**config.mk**
```make
export PLATFORM = sky130hd
export DESIGN_NAME = counter_int_ctrl
export DESIGN_NICKNAME = d
export VERILOG_FILES = /design/src/rtl/counter_int_ctrl.sv
export SDC_FILE = /design/constraint.sdc
export NUM_CORES = 1
export LEC_CHECK = 0
export ABC_AREA = 1
export CAP_MARGIN = 20
export CORE_MARGIN = 1
export CORE_UTILIZATION = 33
export CTS_BUF_LIST = sky130_fd_sc_hd__clkbuf_4 sky130_fd_sc_hd__clkbuf_8 sky130_fd_sc_hd__clkbuf_16
export CTS_CLUSTER_DIAMETER = 60
export CTS_CLUSTER_SIZE = 8
export DETAILED_ROUTE_END_ITERATION = 10
export PLACE_DENSITY = 0.68
export SLEW_MARGIN = 20
export SYNTH_ARGS = -nofsm -noshare
export SYNTH_HDL_FRONTEND = slang
export SYNTH_SLANG_ARGS = --single-unit
```
**constraint.sdc**
```tcl
create_clock -name i_pclk -period 3.3 [get_ports i_pclk]
set_input_delay 0.66 -clock i_pclk [delete_from_list [all_inputs] [get_ports i_pclk]]
set_output_delay 0.66 -clock i_pclk [all_outputs]
set_load 0.01 [all_outputs]
```
**src/rtl/counter_int_ctrl.sv**
```systemverilog
// Interrupt aggregation: resynchronises raw counter interrupts, keeps sticky
// software-clearable status, masks it and coalesces events into one level IRQ.
module counter_int_ctrl #(
  parameter int COUNTER_NUM = 4
) (
  input  logic                       i_pclk,
  input  logic                       i_prst_n,
  input  logic [COUNTER_NUM*8-1:0]   i_int_raw,
  input  logic [COUNTER_NUM*8-1:0]   i_int_mask,
  input  logic [COUNTER_NUM*8-1:0]   i_int_clr,
  input  logic [COUNTER_NUM*8-1:0]   i_int_set,
  input  logic [3:0]                 i_coal_thresh,
  input  logic [15:0]                i_coal_timeout,
  output logic [COUNTER_NUM*8-1:0]   o_int_status,
  output logic [COUNTER_NUM*8-1:0]   o_int_masked,
  output logic [3:0]                 o_event_cnt,
  output logic                       o_irq
);
  localparam int N = COUNTER_NUM * 8;

  localparam logic [1:0] IDLE  = 2'd0;
  localparam logic [1:0] ACCUM = 2'd1;
  localparam logic [1:0] FIRE  = 2'd2;

  logic [N-1:0] r_s1, r_s2, r_s3, r_status, r_masked_d;
  logic [1:0]   r_state;
  logic [3:0]   r_cnt;
  logic [15:0]  r_timer;
  logic         r_irq;

  logic [N-1:0] w_rise, w_masked;
  logic         w_ev, w_any;
  logic [1:0]   w_state_n;
  logic [3:0]   w_cnt_n, w_cnt_inc;
  logic [15:0]  w_timer_n;

  assign w_rise    = r_s2 & ~r_s3;
  assign w_masked  = r_status & i_int_mask;
  assign w_any     = |w_masked;
  // Any bit newly visible (fresh status or freshly unmasked) is one event.
  assign w_ev      = |(w_masked & ~r_masked_d);
  assign w_cnt_inc = (r_cnt == 4'd15) ? 4'd15 : r_cnt + 4'd1;

  always_comb begin
    w_state_n = r_state;
    w_cnt_n   = r_cnt;
    w_timer_n = r_timer;
    case (r_state)
      IDLE: begin
        w_cnt_n   = 4'd0;
        w_timer_n = 16'd0;
        if (w_ev) begin
          w_cnt_n   = 4'd1;
          w_state_n = (i_coal_thresh <= 4'd1) ? FIRE : ACCUM;
        end
      end
      ACCUM: begin
        w_timer_n = r_timer + 16'd1;
        if (w_ev) w_cnt_n = w_cnt_inc;
        // Cancel wins over any fire condition.
        if (!w_any) begin
          w_state_n = IDLE;
          w_cnt_n   = 4'd0;
          w_timer_n = 16'd0;
        end else if ((w_cnt_n >= i_coal_thresh) ||
                     ((i_coal_timeout != 16'd0) && (w_timer_n == i_coal_timeout))) begin
          w_state_n = FIRE;
        end
      end
      FIRE: begin
        w_timer_n = 16'd0;
        if (w_ev) w_cnt_n = w_cnt_inc;
        if (!w_any) begin
          w_state_n = IDLE;
          w_cnt_n   = 4'd0;
        end
      end
      default: begin
        w_state_n = IDLE;
        w_cnt_n   = 4'd0;
        w_timer_n = 16'd0;
      end
    endcase
  end

  always_ff @(posedge i_pclk) begin
    if (!i_prst_n) begin
      r_s1       <= '0;
      r_s2       <= '0;
      r_s3       <= '0;
      r_status   <= '0;
      r_masked_d <= '0;
      r_state    <= IDLE;
      r_cnt      <= 4'd0;
      r_timer    <= 16'd0;
      r_irq      <= 1'b0;
    end else begin
      r_s1       <= i_int_raw;
      r_s2       <= r_s1;
      r_s3       <= r_s2;
      r_status   <= (r_status & ~i_int_clr) | w_rise | i_int_set;
      r_masked_d <= w_masked;
      r_state    <= w_state_n;
      r_cnt      <= w_cnt_n;
      r_timer    <= w_timer_n;
      r_irq      <= (w_state_n == FIRE);
    end
  end

  assign o_int_status = r_status;
  assign o_int_masked = w_masked;
  assign o_event_cnt  = r_cnt;
  assign o_irq        = r_irq;
endmodule

```
==> results of run 1 <==
## layer usage
metal	part of all wire	vias to the layer above	wire (µm)
met5	0.00096	-	17
met1	0.44	2801	7730
li1	-	3393	-
met4	0.016	2	282
met2	0.48	166	8420
met3	0.067	22	1190
## per-stage QoR
stage	total power [W]	util	setup WS (ns)
3_3_place_gp	0.00305	0.465	-0.159
5_1_grt	0.00529	0.494	0.0207
3_5_place_dp	0.00306	0.465	-0.215
6_report	0.00506	0.494	0.211
2_1_floorplan	0.00266	-	0.693
4_1_cts	0.00513	0.494	0.238
## worst max-delay path: stages
cell and delay, ns:
clkdlybuf4s50_1 0.40, nand2_1 0.09, o22ai_1 0.09, nor2_1 0.14, o2111ai_1 0.18, nor2_1 0.14, buf_4 0.14, nand2_1 0.16
o21ai_0 0.29, ha_1 0.28, inv_1 0.05, a21boi_0 0.06, o21ai_0 0.14, nand2_1 0.07, a21oi_1 0.20, nand3_1 0.10
nand2_1 0.06, nand2_1 0.05, nand2_1 0.06, inv_1 0.04
## cell families after synthesis
| family | share of synthesized area |
|---|---|
| compound gates | 0.0748 |
| xor+xnor | 0.00563 |
| simple gates | 0.234 |
| mux | 0.00141 |
| flops | 0.515 |
| fa+ha+maj | 0.0176 |
| buf+inv | 0.152 |
## flip-flops by register name (all words and copies together) (netlist names)
register and count:
o_event_cnt 4, o_int_status 32, o_irq 1, r_masked_d 32
r_s1 32, r_s2 32, r_s3 32, r_state 2
r_timer 16
## cells in the final DEF (no fill, tap or decap), types with 3 or more instances in the layout
cell type / instances
a21oi_1: 8
buf_4: 34
clkbuf_16: 17
clkdlybuf4s50_1: 217
clkinv_8: 3
dfxtp_1: 183
ha_1: 10
inv_1: 265
inv_6: 7
nand2_1: 235
nand2_2: 5
nand3_1: 32
nand3b_1: 6
nand4_1: 16
nor2_1: 82
nor2_4: 4
nor3_1: 5
o2111ai_1: 3
o21ai_0: 68
o22a_1: 3
o22ai_1: 10
or2_2: 4
## worst max path at each step
stage	end	slack, ns
final	r_state[1]$_SDFF_PN0_	0.21
after global placement	o_irq$_SDFF_PN0_	-0.16
after floorplan	o_irq$_SDFF_PN0_	0.69
after CTS	r_state[1]$_SDFF_PN0_	0.24
after global routing	o_irq$_SDFF_PN0_	0.02
after detailed placement	r_state[1]$_SDFF_PN0_	-0.21
## where the power goes
| group | leakage [nW] | internal (W) | switching [W] |
|---|---|---|---|
| combinational | 3.55 | 0.000370 | 0.000276 |
| clock | 0.296 | 0.00109 | 0.000961 |
| sequential | 1.51 | 0.00231 | 0.0000544 |
| total | 5.36 | 0.00376 | 0.00129 |
## layout make-up
cell class                      instances  area, µm²
Sequential cell                       183       3660
Fill cell                            2064      10700
Tap cell                              275        344
Clock buffer                           17        425
Inverter                              268       1010
Clock inverter                         15        176
Multi-Input combinational cell        506       2370
Timing Repair Buffer                  251       2430
==> flow_summary.yaml, run 1 <==
outcome:
  status: "completed"
floorplanning:
  ios: 219
  rows: 53
  core_area_um2: 21100
  fp.dieArea_um2: 22100
  dieHeight_um: 149
  start_util: 0.337
  die_w_um: 149
clock_network:
  clock_path_buffers: 2
  clockRootBuffer: "clkbuf_16"
  numCtsBuffers: 17
  cts_tree: "done"
  clk_latency_ns: 0.43
  cts_sinks: 183
  h-tree-depth: 4
  post_cts_buffers: 0
  cts_resized: 0
  postCtsHoldBufs: 0
  clk_pin_slew_ns: 0.07
timing:
  final-hold-violation-count: 0
  whs_ns: 0.407
  fin_tns_setup_ns: 0
  min_period_ns: 3.09
  rsz0062_at_grt: "no"
  tightest_slew_ns: 0.479
  slew_headroom: 0.681
  setup_violations: 0
  clock_skew_ns: 0.0181
  fmax_mhz: 324
  slew_violations: 0
  period_share: 0.936
synth:
  ys_top_cells_by_area: "dfxtp_1 (52%), inv_1 (14%), nand2_1 (12%), o21ai_0 (4.8%), nor2_1 (4.3%)"
  syn_nets: 1135
  synth_top_area_cell: "dfxtp_1"
  avgSynthCellArea_um2: 7.29
  ys.flop_type: "dfxtp_1"
  synthTopCellsByCount: "inv_1 (265), nand2_1 (235), dfxtp_1 (183)"
  synth.most_common_cell: "inv_1"
  yosysWarnings: 0
  synth_edf_count: 0
  synth_area_um2: 7110
  syn_inst: 975
  async_flop_share: 0
  synthDistinctLibCells: 34
  ys_seq_elements: 183
  synth_top_area_frac: 0.515
  ys_seq_area_frac: 0.515
hold_path:
  min_to: "r_s2[25]$_SDFF_PN0_"
  hold_start: "r_s1[25]$_SDFF_PN0_"
  min_path_cells: 2
  hold_class: "flip-flop to flip-flop"
setup_path:
  r2r_end: "r_state[1]$_SDFF_PN0_"
  worstSetupPathType: "primary input to flip-flop"
  worst-r2r-setup-slack_ns: 0.49
  crit_arrival_ns: 3.41
  r2r_cells: 18
  crit_fanout: 8
  required_ns: 3.63
  setup.worst_path.start_class: "primary input"
  crit-reg2reg-launch: "o_int_status[13]$_SDFF_PN0_"
  cp-startpoint: "i_int_mask[10]"
  crit_path_end_kind: "flip-flop"
routing:
  drtIter0Drc: 224
  vias_per_cell: 4.21
  drtPass1Iterations: 4
  wl_um: 17600
  drc_errors: 0
  postRouteAntennaNets: 0
  wl_per_cell_um: 11.6
  num_vias: 6384
global_routing:
  grt_max_degree: 51
  grt.met3_usage: 0.0498
  grt_use_met1: 0.192
  grt_util_all_layers: 0.163
  grt_remaining_overflow: 0
  antenna_found_initial: 1
  busiest_layer: "met2"
  use_met2: 0.279
  grt_pass1_wl_um: 27900
  grt_pass1_vias: 5901
final_layout:
  n_antenna_cell: 0
  fin_area_um2: 10400
  fin_nets: 1387
  syn_to_final_growth_pct: 46.4
  layout.cells.non_filler: 1515
  drive_above_1_share: 0.0694
pwr:
  leakage_nw: 5.36
  vdd_ir_drop_max_uv: 316
  p_per_area_nw_per_um2: 485
placement:
  dpl.cell_count: 1483
  placed_cell_area_um2: 9810
  gp_congestion: 0.873
  port_buffers: 218
  dp_hpwl_um: 13500
flow_run:
  maxCapViolations: 0
No activity file was read; power rests on OpenSTA's default activity.
==> run 2: changes to the inputs <==
--- a/config.mk
+++ b/config.mk
@@ -8,4 +8,5 @@
 export ABC_AREA = 1
 export CAP_MARGIN = 20
+export CORE_ASPECT_RATIO = 2
 export CORE_MARGIN = 1
 export CORE_UTILIZATION = 33
==> constraint.sdc (replaced) <==
create_clock -name i_pclk -period 3.3 [get_ports i_pclk]
set_input_delay 0.495 -clock i_pclk [delete_from_list [all_inputs] [get_ports i_pclk]]
set_output_delay 0.495 -clock i_pclk [all_outputs]
set_load 0.01 [all_outputs]
==> run 2 against run 1 <==
  * Fmax increased by 8.2%
  * Final cell count decreased by 1.1%
  * Critical path type unchanged
  * Non-clock buffer count decreased by 13
  * Sequential power about the same
  * Highest routed layer is now met4
  * Clock skew decreased by 0.011 ns
  * Clock power increased by 3%
==> flow_summary.yaml, run 2 (synthesized netlist as in run 1, its figures left out) <==
timing:
  rsz0062_at_grt: "no"
  final-hold-violation-count: 0
  slew_violations: 0
  fmax_mhz: 350
  slew_headroom: 0.703
  fin_tns_setup_ns: 0
  tightest_slew_ns: 0.441
  min_period_ns: 2.86
  clock_skew_ns: 0.00704
  period_share: 0.865
  setup_violations: 0
floorplanning:
  fp.dieArea_um2: 22200
  start_util: 0.338
  dieHeight_um: 210
  ios: 219
  die_w_um: 106
  core_area_um2: 21000
  rows: 75
setup_path:
  worst-r2r-setup-slack_ns: 0.60
  crit_path_end_kind: "flip-flop"
  r2r_cells: 19
  crit-reg2reg-launch: "o_int_status[24]$_SDFF_PN0_"
  crit_arrival_ns: 3.18
  setup.worst_path.start_class: "primary input"
  crit_fanout: 7
  r2r_end: "o_irq$_SDFF_PN0_"
  worstSetupPathType: "primary input to flip-flop"
  required_ns: 3.63
global_routing:
  grt_util_all_layers: 0.178
  grt_pass1_vias: 6389
  grt_pass1_wl_um: 29900
  antenna_found_initial: 2
  grt_max_degree: 91
  grt_remaining_overflow: 0
placement:
  placed_cell_area_um2: 9730
  dpl.cell_count: 1464
  port_buffers: 218
  dp_hpwl_um: 14800
  gp_congestion: 0.888
final_layout:
  layout.cells.non_filler: 1498
  fillers: 2082
  regArea_um2: 3660
  drive_above_1_share: 0.0595
  fin_area_um2: 10400
  syn_to_final_growth_pct: 45.6
  mostFrequentLayoutCells: "inv_1 (265), nand2_1 (235), clkdlybuf4s50_1 (217)"
  layout.cells.most_common: "inv_1"
  multi_input_area_um2: 2370
  fin_nets: 1374
clock_network:
  clk_pin_slew_ns: 0.07
  cts_tree: "done"
  clockRootBuffer: "clkbuf_16"
  post_cts_buffers: 0
  clock_path_buffers: 2
  cts_resized: 0
  clk_latency_ns: 0.43
  h-tree-depth: 4
  cts_sinks: 183
  numCtsBuffers: 17
  postCtsHoldBufs: 0
pwr:
  vdd_ir_drop_max_uv: 325
  leakage_nw: 5.32
  p_per_area_nw_per_um2: 496
  power_w: 0.00513
routing:
  wl_um: 18900
  drc_errors: 0
  num_vias: 6393
  drtPass1Iterations: 4
  postRouteAntennaNets: 0
  vias_per_cell: 4.27
  route.top_layer_used: "met4"
  wl_met2_um: 11100
  drt-met1-wl_um: 6320
  wl_met3_um: 719
  wl_per_cell_um: 12.6
  drtIter0Drc: 235
hold_path:
  min_to: "r_s2[28]$_SDFF_PN0_"
  hold_start: "r_s1[28]$_SDFF_PN0_"
  hold_class: "flip-flop to flip-flop"
  min_path_cells: 2
flow_run:
  maxCapViolations: 0
outcome:
  status: "completed"
run 2: report_power, final:
| group | switching [W] | internal, W |
|---|---|---|
| registers | 0.0000540 | 0.00231 |
| logic | 0.000279 | 0.000365 |
| clock network | 0.000880 | 0.00124 |
run 2: how the worst max path moves through the flow:
stage                               from               endpoint  depth (start not counted)
after floorplan            i_int_mask[5]       o_irq$_SDFF_PN0_                         17
after global placement     i_int_mask[8]       o_irq$_SDFF_PN0_                         19
after detailed placement  i_int_mask[24]  r_state[1]$_SDFF_PN0_                         20
after CTS                 i_int_mask[24]       o_irq$_SDFF_PN0_                         20
after global routing      i_int_mask[25]       o_irq$_SDFF_PN0_                         20
final                     i_int_mask[28]       o_irq$_SDFF_PN0_                         19
run 2: critical path: stages:
cell and delay [ns]:
clkdlybuf4s50_1 0.45, nand2_1 0.07, or2_2 0.28, o2111ai_1 0.13
nor2_1 0.07, buf_4 0.14, nand2_1 0.18, nor2_1 0.07
a31oi_1 0.19, ha_1 0.26, a21boi_0 0.12, o21ai_0 0.15
nand2_1 0.06, a21oi_1 0.18, nand3_1 0.10, nand2_1 0.06
nand2_1 0.05, nand2_1 0.07, nor2_1 0.04
run 2: stage by stage:
stage | utilization | hold slack [ns] | setup WS (ns)
2_1_floorplan | - | 0.390 | 0.858
3_3_place_gp | 0.463 | 0.392 | 0.0306
3_5_place_dp | 0.463 | 0.396 | -0.0184
4_1_cts | 0.492 | 0.405 | 0.434
5_1_grt | 0.493 | 0.427 | 0.0254
6_report | 0.493 | 0.405 | 0.445
run 2: metal layers:
metal / global-route usage / vias up
met4: 0.102 / 0
met3: 0.0391 / 40
met2: 0.365 / 154
li1: - / 3356
met1: 0.149 / 2843
met5: 0 / -
run 2: final cells by class:
| type | count | area share |
|---|---|---|
| Sequential cell | 183 | 0.354 |
| Multi-Input combinational cell | 506 | 0.229 |
| Timing Repair Buffer | 238 | 0.227 |
| Inverter | 268 | 0.0972 |
| Clock buffer | 19 | 0.0437 |
| Tap cell | 269 | 0.0325 |
| Clock inverter | 13 | 0.0160 |
| Antenna cell | 2 | 0.000483 |
==> run 3: changes to the inputs <==
- CORE_ASPECT_RATIO: 2 -> unset
==> run 3 against run 2 <==
  * Final area is 0.33% higher
  * Worst setup slack gained 0.017 ns
  * Clock power hardly changed
  * Fmax grew 0.61%
  * Sequential cell count stayed put
  * Highest routed layer unchanged
==> flow_summary.yaml, run 3 (synthesized netlist as in run 1, its figures left out) <==
outcome:
  status: "completed"
clock_network:
  post_cts_buffers: 0
  clock_path_buffers: 2
  postCtsHoldBufs: 0
  clk_pin_slew_ns: 0.07
  clk_latency_ns: 0.43
  clockRootBuffer: "clkbuf_16"
  h-tree-depth: 4
  numCtsBuffers: 17
  cts_tree: "done"
  cts_sinks: 183
  cts_resized: 0
timing:
  rsz0062_at_grt: "no"
  min_period_ns: 2.84
  fin_tns_setup_ns: 0
  period_share: 0.860
  setup_violations: 0
  fmax_mhz: 352
  final-hold-violation-count: 0
  slew_violations: 0
  slew_headroom: 0.579
  clock_skew_ns: 0.0137
  tightest_slew_ns: 0.632
  whs_ns: 0.410
routing:
  drtIter0Drc: 203
  drtPass1Iterations: 4
  wl_um: 17900
  drc_errors: 0
  postRouteAntennaNets: 0
  wl_per_cell_um: 11.8
  num_vias: 6376
  vias_per_cell: 4.22
placement:
  placed_cell_area_um2: 9780
  dp_hpwl_um: 13600
  port_buffers: 218
  gp_congestion: 0.882
pwr:
  vdd_ir_drop_max_uv: 334
  comb_power_share: 0.126
  clock_power_share: 0.412
  internal-power_w: 0.00382
  p_per_area_nw_per_um2: 492
  p_switching_w: 0.00129
  power_w: 0.00511
  p_sw_frac: 0.252
  p_seq_frac: 0.462
  leakage_nw: 5.34
global_routing:
  grt_max_degree: 62
  grt_pass1_vias: 6145
  grt_remaining_overflow: 0
  antenna_found_initial: 0
  grt_pass1_wl_um: 28900
  grt_util_all_layers: 0.168
setup_path:
  worstSetupPathType: "primary input to flip-flop"
  endpoint: "o_irq$_SDFF_PN0_"
  r2r_cells: 18
  required_ns: 3.62
  crit_path_end_kind: "flip-flop"
  crit_fanout: 7
  cp-startpoint: "i_int_mask[13]"
  crit-reg2reg-launch: "o_int_status[13]$_SDFF_PN0_"
  r2r_end: "o_irq$_SDFF_PN0_"
  worst-r2r-setup-slack_ns: 0.59
  setup.worst_path.start_class: "primary input"
  crit_arrival_ns: 3.16
floorplanning:
  ios: 219
  rows: 53
  fp.dieArea_um2: 22100
  core_area_um2: 21100
  dieHeight_um: 149
  die_w_um: 149
  start_util: 0.337
final_layout:
  fin_area_um2: 10400
  drive_above_1_share: 0.0663
  fin_util: 0.493
  mostFrequentLayoutCells: "inv_1 (265), nand2_1 (235), clkdlybuf4s50_1 (217)"
  n_antenna_cell: 0
  syn_to_final_growth_pct: 46.1
  layout.cells.most_common: "inv_1"
  fin_nets: 1383
hold_path:
  hold_class: "flip-flop to flip-flop"
flow_run:
  maxCapViolations: 0
run 3: changes by cell type in the layout (fill, tap and decap cells not counted), moves of 2 or more:
cell	previous run	this run
inv_8	1	3
clkinv_4	0	2
buf_12	2	0
diode_2	2	0
buf_4	19	30
clkinv_2	4	2
clkbuf_8	2	0
run 3: routing by layer:
| metal | global-route usage | up-vias | wire [µm] |
|---|---|---|---|
| li1 | - | 3380 | - |
| met4 | 0.0485 | 0 | 156 |
| met3 | 0.0495 | 10 | 1290 |
| met1 | 0.203 | 2804 | 7900 |
| met2 | 0.289 | 182 | 8530 |
| met5 | 0 | - | 0 |
run 3: power groups by stage:
stage	clock [W]	combinational, W	sequential (W)
2_1_floorplan	0	0.000249	0.00242
3_3_place_gp	0	0.000638	0.00241
3_5_place_dp	0	0.000648	0.00241
4_1_cts	0.00216	0.000652	0.00236
5_1_grt	0.00226	0.000718	0.00237
6_report	0.00211	0.000642	0.00236
run 3: how the worst min path moves through the flow:
| stage | cells past startpoint | end | start |
|---|---|---|---|
| 3_3_place_gp | 2 | r_s2[7]$_SDFF_PN0_ | r_s1[7]$_SDFF_PN0_ |
| 5_1_grt | 2 | r_s3[18]$_SDFF_PN0_ | r_s2[18]$_SDFF_PN0_ |
| 3_5_place_dp | 2 | r_s2[23]$_SDFF_PN0_ | r_s1[23]$_SDFF_PN0_ |
| 2_1_floorplan | 2 | r_s2[0]$_SDFF_PN0_ | r_s1[0]$_SDFF_PN0_ |
| 6_report | 2 | r_s2[19]$_SDFF_PN0_ | r_s1[19]$_SDFF_PN0_ |
| 4_1_cts | 2 | r_s2[23]$_SDFF_PN0_ | r_s1[23]$_SDFF_PN0_ |
run 3: metrics by stage:
step / worst slack (ns) / instances
global placement: 0.0375 / 1479
finish: 0.462 / 1511
detailed placement: -0.00818 / 1479
global route: 0.161 / 1511
floorplan: 0.858 / 975
CTS: 0.445 / 1511
run 3: area by class of cell:
type,count,area [µm²]
tap,275,344
clock inverter,15,181
inverter,268,1010
multi-input combinational,506,2370
timing repair buffer,247,2400
clock buffer,17,425
fill,2084,10700
sequential,183,3660
run 3: critical path: stages:
cell,delay [ns]
clkdlybuf4s50_1,0.45
nand2_1,0.05
or2_2,0.28
o2111ai_1,0.15
nor2_1,0.08
buf_4,0.16
nand2_1,0.18
nor2_1,0.06
a31oi_1,0.18
ha_1,0.25
a21boi_0,0.11
o21ai_0,0.14
nand2_1,0.07
a21oi_1,0.16
nand3_1,0.09
nand2_1,0.06
nand2_1,0.05
nand2_1,0.07
nor2_1,0.05
